## config.mk

```make
export PLATFORM = sky130hd
export DESIGN_NAME = seq_mult
export DESIGN_NICKNAME = d
export VERILOG_FILES = /design/src/rtl/seq_mult_pkg.sv /design/src/rtl/seq_mult_step.sv /design/src/rtl/seq_mult.sv
export SDC_FILE = /design/constraint.sdc
export NUM_CORES = 1
export LEC_CHECK = 0
export CORE_MARGIN = 3
export CORE_UTILIZATION = 45
export CTS_CLUSTER_SIZE = 12
export DETAILED_ROUTE_END_ITERATION = 7
export PLACE_DENSITY = 0.67
export SLEW_MARGIN = 20
export SYNTH_ARGS = -nofsm -noshare
export SYNTH_HDL_FRONTEND = slang
export SYNTH_SLANG_ARGS = --single-unit
```

## constraint.sdc

```tcl
create_clock -name clk -period 5.3 [get_ports clk]
set_input_delay 1.06 -clock clk [delete_from_list [all_inputs] [get_ports clk]]
set_output_delay 1.06 -clock clk [all_outputs]
set_load 0.1 [all_outputs]
```

## src/rtl/seq_mult_pkg.sv

```systemverilog
// Shared definitions for the sequential multiplier: FSM state encoding,
// default operand width / radix, and the step-counter width helper.
package seq_mult_pkg;

  localparam int unsigned W_DEFAULT = 8;
  localparam int unsigned R_DEFAULT = 2;

  typedef enum logic [1:0] {
    IDLE = 2'd0,
    BUSY = 2'd1,
    DONE = 2'd2
  } state_e;

  // Step counter width: clog2(steps), never narrower than one bit.
  function automatic int unsigned cnt_width(input int unsigned steps);
    return (steps > 1) ? $clog2(steps) : 1;
  endfunction

endpackage

```

## src/rtl/seq_mult_step.sv

```systemverilog
// One radix-2^R accumulation step (purely combinational):
//   acc_o = acc_i + ((mag_x_i * y_chunk_i) << (k_i * R)), modulo 2^(2W).
// Ports:
//   acc_i     [2W] running accumulator
//   mag_x_i   [W]  unsigned multiplicand magnitude
//   y_chunk_i [R]  multiplier digit retired this step
//   k_i       [KW] step index
//   acc_o     [2W] updated accumulator
module seq_mult_step
  import seq_mult_pkg::*;
#(
  parameter int unsigned W  = W_DEFAULT,
  parameter int unsigned R  = R_DEFAULT,
  parameter int unsigned KW = cnt_width(W / R)
) (
  input  logic [2*W-1:0] acc_i,
  input  logic [W-1:0]   mag_x_i,
  input  logic [R-1:0]   y_chunk_i,
  input  logic [KW-1:0]  k_i,
  output logic [2*W-1:0] acc_o
);

  localparam int unsigned PW = 2 * W;

  logic [PW-1:0] x_base;
  logic [PW-1:0] sum_v;
  logic [PW-1:0] carry_v;

  // Kogge-Stone carry-propagate adder; g ends as the group carry of bits [i:0].
  function automatic logic [PW-1:0] ks_add(input logic [PW-1:0] a,
                                           input logic [PW-1:0] b);
    logic [PW-1:0] h;
    logic [PW-1:0] g;
    logic [PW-1:0] pr;
    logic [PW-1:0] g_n;
    logic [PW-1:0] p_n;
    h  = a ^ b;
    g  = a & b;
    pr = h;
    for (int d = 1; d < int'(PW); d = d * 2) begin
      g_n = g;
      p_n = pr;
      for (int i = d; i < int'(PW); i++) begin
        g_n[i] = g[i] | (pr[i] & g[i-d]);
        p_n[i] = pr[i] & pr[i-d];
      end
      g  = g_n;
      pr = p_n;
    end
    return h ^ {g[PW-2:0], 1'b0};
  endfunction

  // Carry-save reduction: accumulator + R shifted partial-product rows
  // collapse to one sum/carry pair (HA row first, then a FA row per digit bit).
  always_comb begin
    logic [PW-1:0] row;
    logic [PW-1:0] t;
    x_base  = PW'(mag_x_i) << (32'(k_i) * R);
    row     = y_chunk_i[0] ? x_base : '0;
    sum_v   = acc_i ^ row;
    carry_v = (acc_i & row) << 1;
    for (int j = 1; j < int'(R); j++) begin
      row     = y_chunk_i[j] ? (x_base << j) : '0;
      t       = sum_v ^ carry_v ^ row;
      carry_v = ((sum_v & carry_v) | (sum_v & row) | (carry_v & row)) << 1;
      sum_v   = t;
    end
  end

  assign acc_o = ks_add(sum_v, carry_v);

endmodule

```

## src/rtl/seq_mult.sv

```systemverilog
// Sequential signed/unsigned multiplier retiring R multiplier bits per cycle.
// Ports:
//   clk, rst_n            clock, async active-low reset
//   in_valid/in_ready     operand handshake (x, y, sgn)
//   x, y [W]              multiplicand / multiplier
//   sgn                   1 = two's complement operands, 0 = unsigned
//   out_valid/out_ready   product handshake
//   p [2W]                full-precision product, held until next result
module seq_mult
  import seq_mult_pkg::*;
#(
  parameter int unsigned W = W_DEFAULT,
  parameter int unsigned R = R_DEFAULT
) (
  input  logic           clk,
  input  logic           rst_n,
  input  logic           in_valid,
  output logic           in_ready,
  input  logic [W-1:0]   x,
  input  logic [W-1:0]   y,
  input  logic           sgn,
  output logic           out_valid,
  input  logic           out_ready,
  output logic [2*W-1:0] p
);

  localparam int unsigned STEPS = W / R;
  localparam int unsigned CW    = cnt_width(STEPS);
  localparam int unsigned PW    = 2 * W;

  state_e        state_q, state_d;
  logic [W-1:0]  mag_x_q, mag_x_d;
  logic [W-1:0]  mag_y_q, mag_y_d;
  logic          neg_q, neg_d;
  logic [PW-1:0] acc_q, acc_d;
  logic [PW-1:0] p_q, p_d;
  logic [CW-1:0] cnt_q, cnt_d;
  logic          in_ready_q, in_ready_d;
  logic          out_valid_q, out_valid_d;

  logic [R-1:0]  y_chunk;
  logic [PW-1:0] acc_next;

  // Unsigned magnitude; -2^(W-1) maps onto itself as an unsigned value.
  function automatic logic [W-1:0] magnitude(input logic [W-1:0] v,
                                             input logic       s);
    return (s && v[W-1]) ? W'(~v + W'(1)) : v;
  endfunction

  assign y_chunk = R'(mag_y_q >> (32'(cnt_q) * R));

  seq_mult_step #(
    .W  (W),
    .R  (R),
    .KW (CW)
  ) u_step (
    .acc_i     (acc_q),
    .mag_x_i   (mag_x_q),
    .y_chunk_i (y_chunk),
    .k_i       (cnt_q),
    .acc_o     (acc_next)
  );

  // State and datapath registers.
  always_ff @(posedge clk or negedge rst_n) begin
    if (!rst_n) begin
      state_q     <= IDLE;
      mag_x_q     <= '0;
      mag_y_q     <= '0;
      neg_q       <= 1'b0;
      acc_q       <= '0;
      p_q         <= '0;
      cnt_q       <= '0;
      in_ready_q  <= 1'b1;
      out_valid_q <= 1'b0;
    end else begin
      state_q     <= state_d;
      mag_x_q     <= mag_x_d;
      mag_y_q     <= mag_y_d;
      neg_q       <= neg_d;
      acc_q       <= acc_d;
      p_q         <= p_d;
      cnt_q       <= cnt_d;
      in_ready_q  <= in_ready_d;
      out_valid_q <= out_valid_d;
    end
  end

  // Next-state, datapath update and registered handshake outputs.
  always_comb begin
    state_d = state_q;
    mag_x_d = mag_x_q;
    mag_y_d = mag_y_q;
    neg_d   = neg_q;
    acc_d   = acc_q;
    p_d     = p_q;
    cnt_d   = cnt_q;

    unique case (state_q)
      IDLE: begin
        if (in_valid) begin
          mag_x_d = magnitude(x, sgn);
          mag_y_d = magnitude(y, sgn);
          neg_d   = sgn & (x[W-1] ^ y[W-1]);
          acc_d   = '0;
          cnt_d   = '0;
          state_d = BUSY;
        end
      end
      BUSY: begin
        acc_d = acc_next;
        if (cnt_q == CW'(STEPS - 1)) begin
          // Last step: counter stays put so it never wraps.
          p_d     = neg_q ? PW'(~acc_next + PW'(1)) : acc_next;
          state_d = DONE;
        end else begin
          cnt_d = cnt_q + CW'(1);
        end
      end
      DONE: begin
        if (out_ready) begin
          state_d = IDLE;
        end
      end
      default: state_d = IDLE;
    endcase

    in_ready_d  = (state_d == IDLE);
    out_valid_d = (state_d == DONE);
  end

  assign in_ready  = in_ready_q;
  assign out_valid = out_valid_q;
  assign p         = p_q;

endmodule
```

==> metrics.txt <==
outcome completed; syn_nets 548; chip height 103 um; Post-synth EDFFs 0; die span in x 103 um; slew margin rel. 0.332; Mapped Cells 481; gr ovfl total 0; CTS tree built; Top FF cell, synth dfrtp_1; flop and latch count out of synthesis 55; # IOs 39; post-route ant nets 0; Iter 0 DRT Violations 127; register area share after synthesis 0.327; critical path cell sequence mux2_2, o21ai_1, nor3_1, ha_1, inv_1, fa_1, inv_1, ha_1, fa_1, a211oi_2, nor2_1, xnor2_1, nand3_1, or4b_4, o41ai_1, xor2_1, o21ai_0; Final TNS setup 0 ps; Layout area overhead 13.8%; worst slew pin tran 1000 ps; largest net degree at the start of global routing 56; max-cap violations 0; share of cells above drive strength 1 0.0547; total number of vias 3,378; FP Rows 34; Num CTS Buffers 5; Hold Path Class flip-flop to flip-flop; TritonRoute pass-1 iters 4; asr flop ratio synth 1.00; Critical Path Sink Type flip-flop; Diodes inserted 0; most frequent cells in the layout nand2_1 (67), o21ai_0 (54), dfrtp_1 (53); vias in the first global route 3,332; clk slew on worst S/H paths 100 ps; most common cell after layout, fill and taps aside nand2_1; Final min period 4810 ps; detailed-route wire length 9020 um; WL/cell 14.6 um; CP Max Fanout 8; initial antenna violation count 0; root buf cell clkbuf_8; htree depth 2; max incr delay on CP 530 ps; fmax 208 MHz; Setup Skew 8.89 ps; Setup CP Type flip-flop to flip-flop; Final Cycle Share 0.908; first-pass GRT wire length 15,700 um; crit path launch type flip-flop; core area 8890 um2; arrival time at the worst endpoint 4970 ps; GP Congestion 0.848; vias per inst 5.45; yosys warns 0; Post-route DRC 0; GRT Util Overall 0.186; Sink Count 55; Hold Fails Final Rpt 0; Synth cell types 49; Critical Path RT 5460 ps; Initial Util 0.474; endpoints failing setup 0; final net count 578; syn avg cell area 8.76 um2; CP max-delay cell or4b_4; RSZ-0062 raised after global routing false; buffers added on ports 38; synthesized cell area 4210 um2; Clock Latency Late Sink 320 ps; area of the die 10,600 um2; DP HPWL 7150 um; CTS max path bufs 2; Slew Limit Fails 0
synth_stat cells, types with 2 or more instances:
cell type / count / area, um2
dfrtp_1: 54 / 1350
a32oi_1: 2 / 17.5
nand4_1: 2 / 12.5
o21ai_1: 5 / 25.0
xnor2_1: 22 / 193
nor2_1: 38 / 143
a21o_1: 7 / 52.6
o31ai_1: 6 / 45.0
a211oi_1: 5 / 37.5
a21oi_1: 14 / 70.1
o21bai_1: 3 / 22.5
ha_1: 31 / 388
xor2_1: 16 / 140
o21a_1: 4 / 30.0
nor2b_1: 5 / 31.3
mux2_2: 6 / 67.6
inv_1: 21 / 78.8
fa_1: 15 / 300
a31oi_1: 3 / 18.8
o211ai_1: 2 / 15.0
nor3_1: 5 / 25.0
clkbuf_1: 20 / 75.1
or3_1: 5 / 31.3
and3_1: 6 / 37.5
nand3_1: 27 / 135
nand2b_1: 2 / 12.5
mux2i_1: 9 / 90.1
and2_1: 5 / 31.3
nand2_1: 67 / 251
a2111o_1: 2 / 22.5
o21ai_0: 54 / 270
layout make-up:
class	count	area, um2
Sequential cell	55	1380
Clock buffer	6	72.6
Clock inverter	2	37.5
Timing Repair Buffer	44	420
Tap cell	108	135
Multi-Input combinational cell	384	2670
Inverter	21	78.8
Fill cell	891	4100
stage by stage:
stage | hold WS (ps) | std cells | instance area (um2) | utilization | setup WS, ps
detailed placement | 467 | 612 | 4680 | 0.527 | 436
finish | 483 | 620 | 4790 | 0.539 | 489
floorplan | 442 | 481 | 4210 | - | 335
CTS | 491 | 620 | 4790 | 0.539 | 393
global placement | 461 | 612 | 4680 | 0.527 | 579
global route | 517 | 620 | 4790 | 0.539 | 94.0
state kept, by name (all words and copies together), names as in the netlist:
| signal | flops |
|---|---|
| acc_q | 16 |
| p | 16 |
| mag_x_q | 8 |
| mag_y_q | 8 |
| cnt_q | 2 |
| state_q | 2 |
| in_ready | 1 |
| neg_q | 1 |
| out_valid | 1 |
worst max-delay path, delay by kind of cell, from the launching register on:
kind | cells | cell delay, ps
xor+xnor | 2 | 430
flops | 1 | 470
compound gates | 4 | 940
simple gates | 4 | 940
mux | 1 | 350
fa+ha+maj | 4 | 1450
buf+inv | 2 | 90
cell families (layout without fill, tap and decap cells):
group / Yosys count / in the layout / share of synthesized area
and+or+nand+nor: 169 / 169 / 0.184
xor gates and xnor gates: 38 / 38 / 0.0790
DFF: 55 / 55 / 0.327
AOI/OAI and AO/OA: 116 / 116 / 0.170
buffers and inverters: 42 / 73 / 0.0392
adders and majority gates: 46 / 46 / 0.163
muxes: 15 / 15 / 0.0374
final timing paths:
path	from	endpoint	slack, ps	cells after the start
setup / recovery	cnt_q[0]	p[13]	490	17
max in group asynchronous	rst_n	cnt_q[0]	3950	2
min in group asynchronous	rst_n	acc_q[0]	860	2
setup reg to reg	cnt_q[0]	p[13]	490	17
hold reg to reg	mag_y_q[5]	mag_y_q[5]	480	2
hold / removal	mag_y_q[5]	mag_y_q[5]	480	2
what timing repair did:
item                       in CTS  in global routing
hold buffers                    0                  0
buffers inserted                0                  0
setup endpoints to repair       0                  1
gates resized for setup         0                  1
routing by layer:
layer,up-vias,global-route usage,share of wire
li1,1739,-,-
met1,1572,0.256,0.49
met3,8,0.0332,0.040
met2,59,0.309,0.47
met4,0,0.0359,0.0083
met5,-,0,0
Power is not shown: default switching activity piles up to over one toggle a cycle in this logic, so the estimate is an artifact.
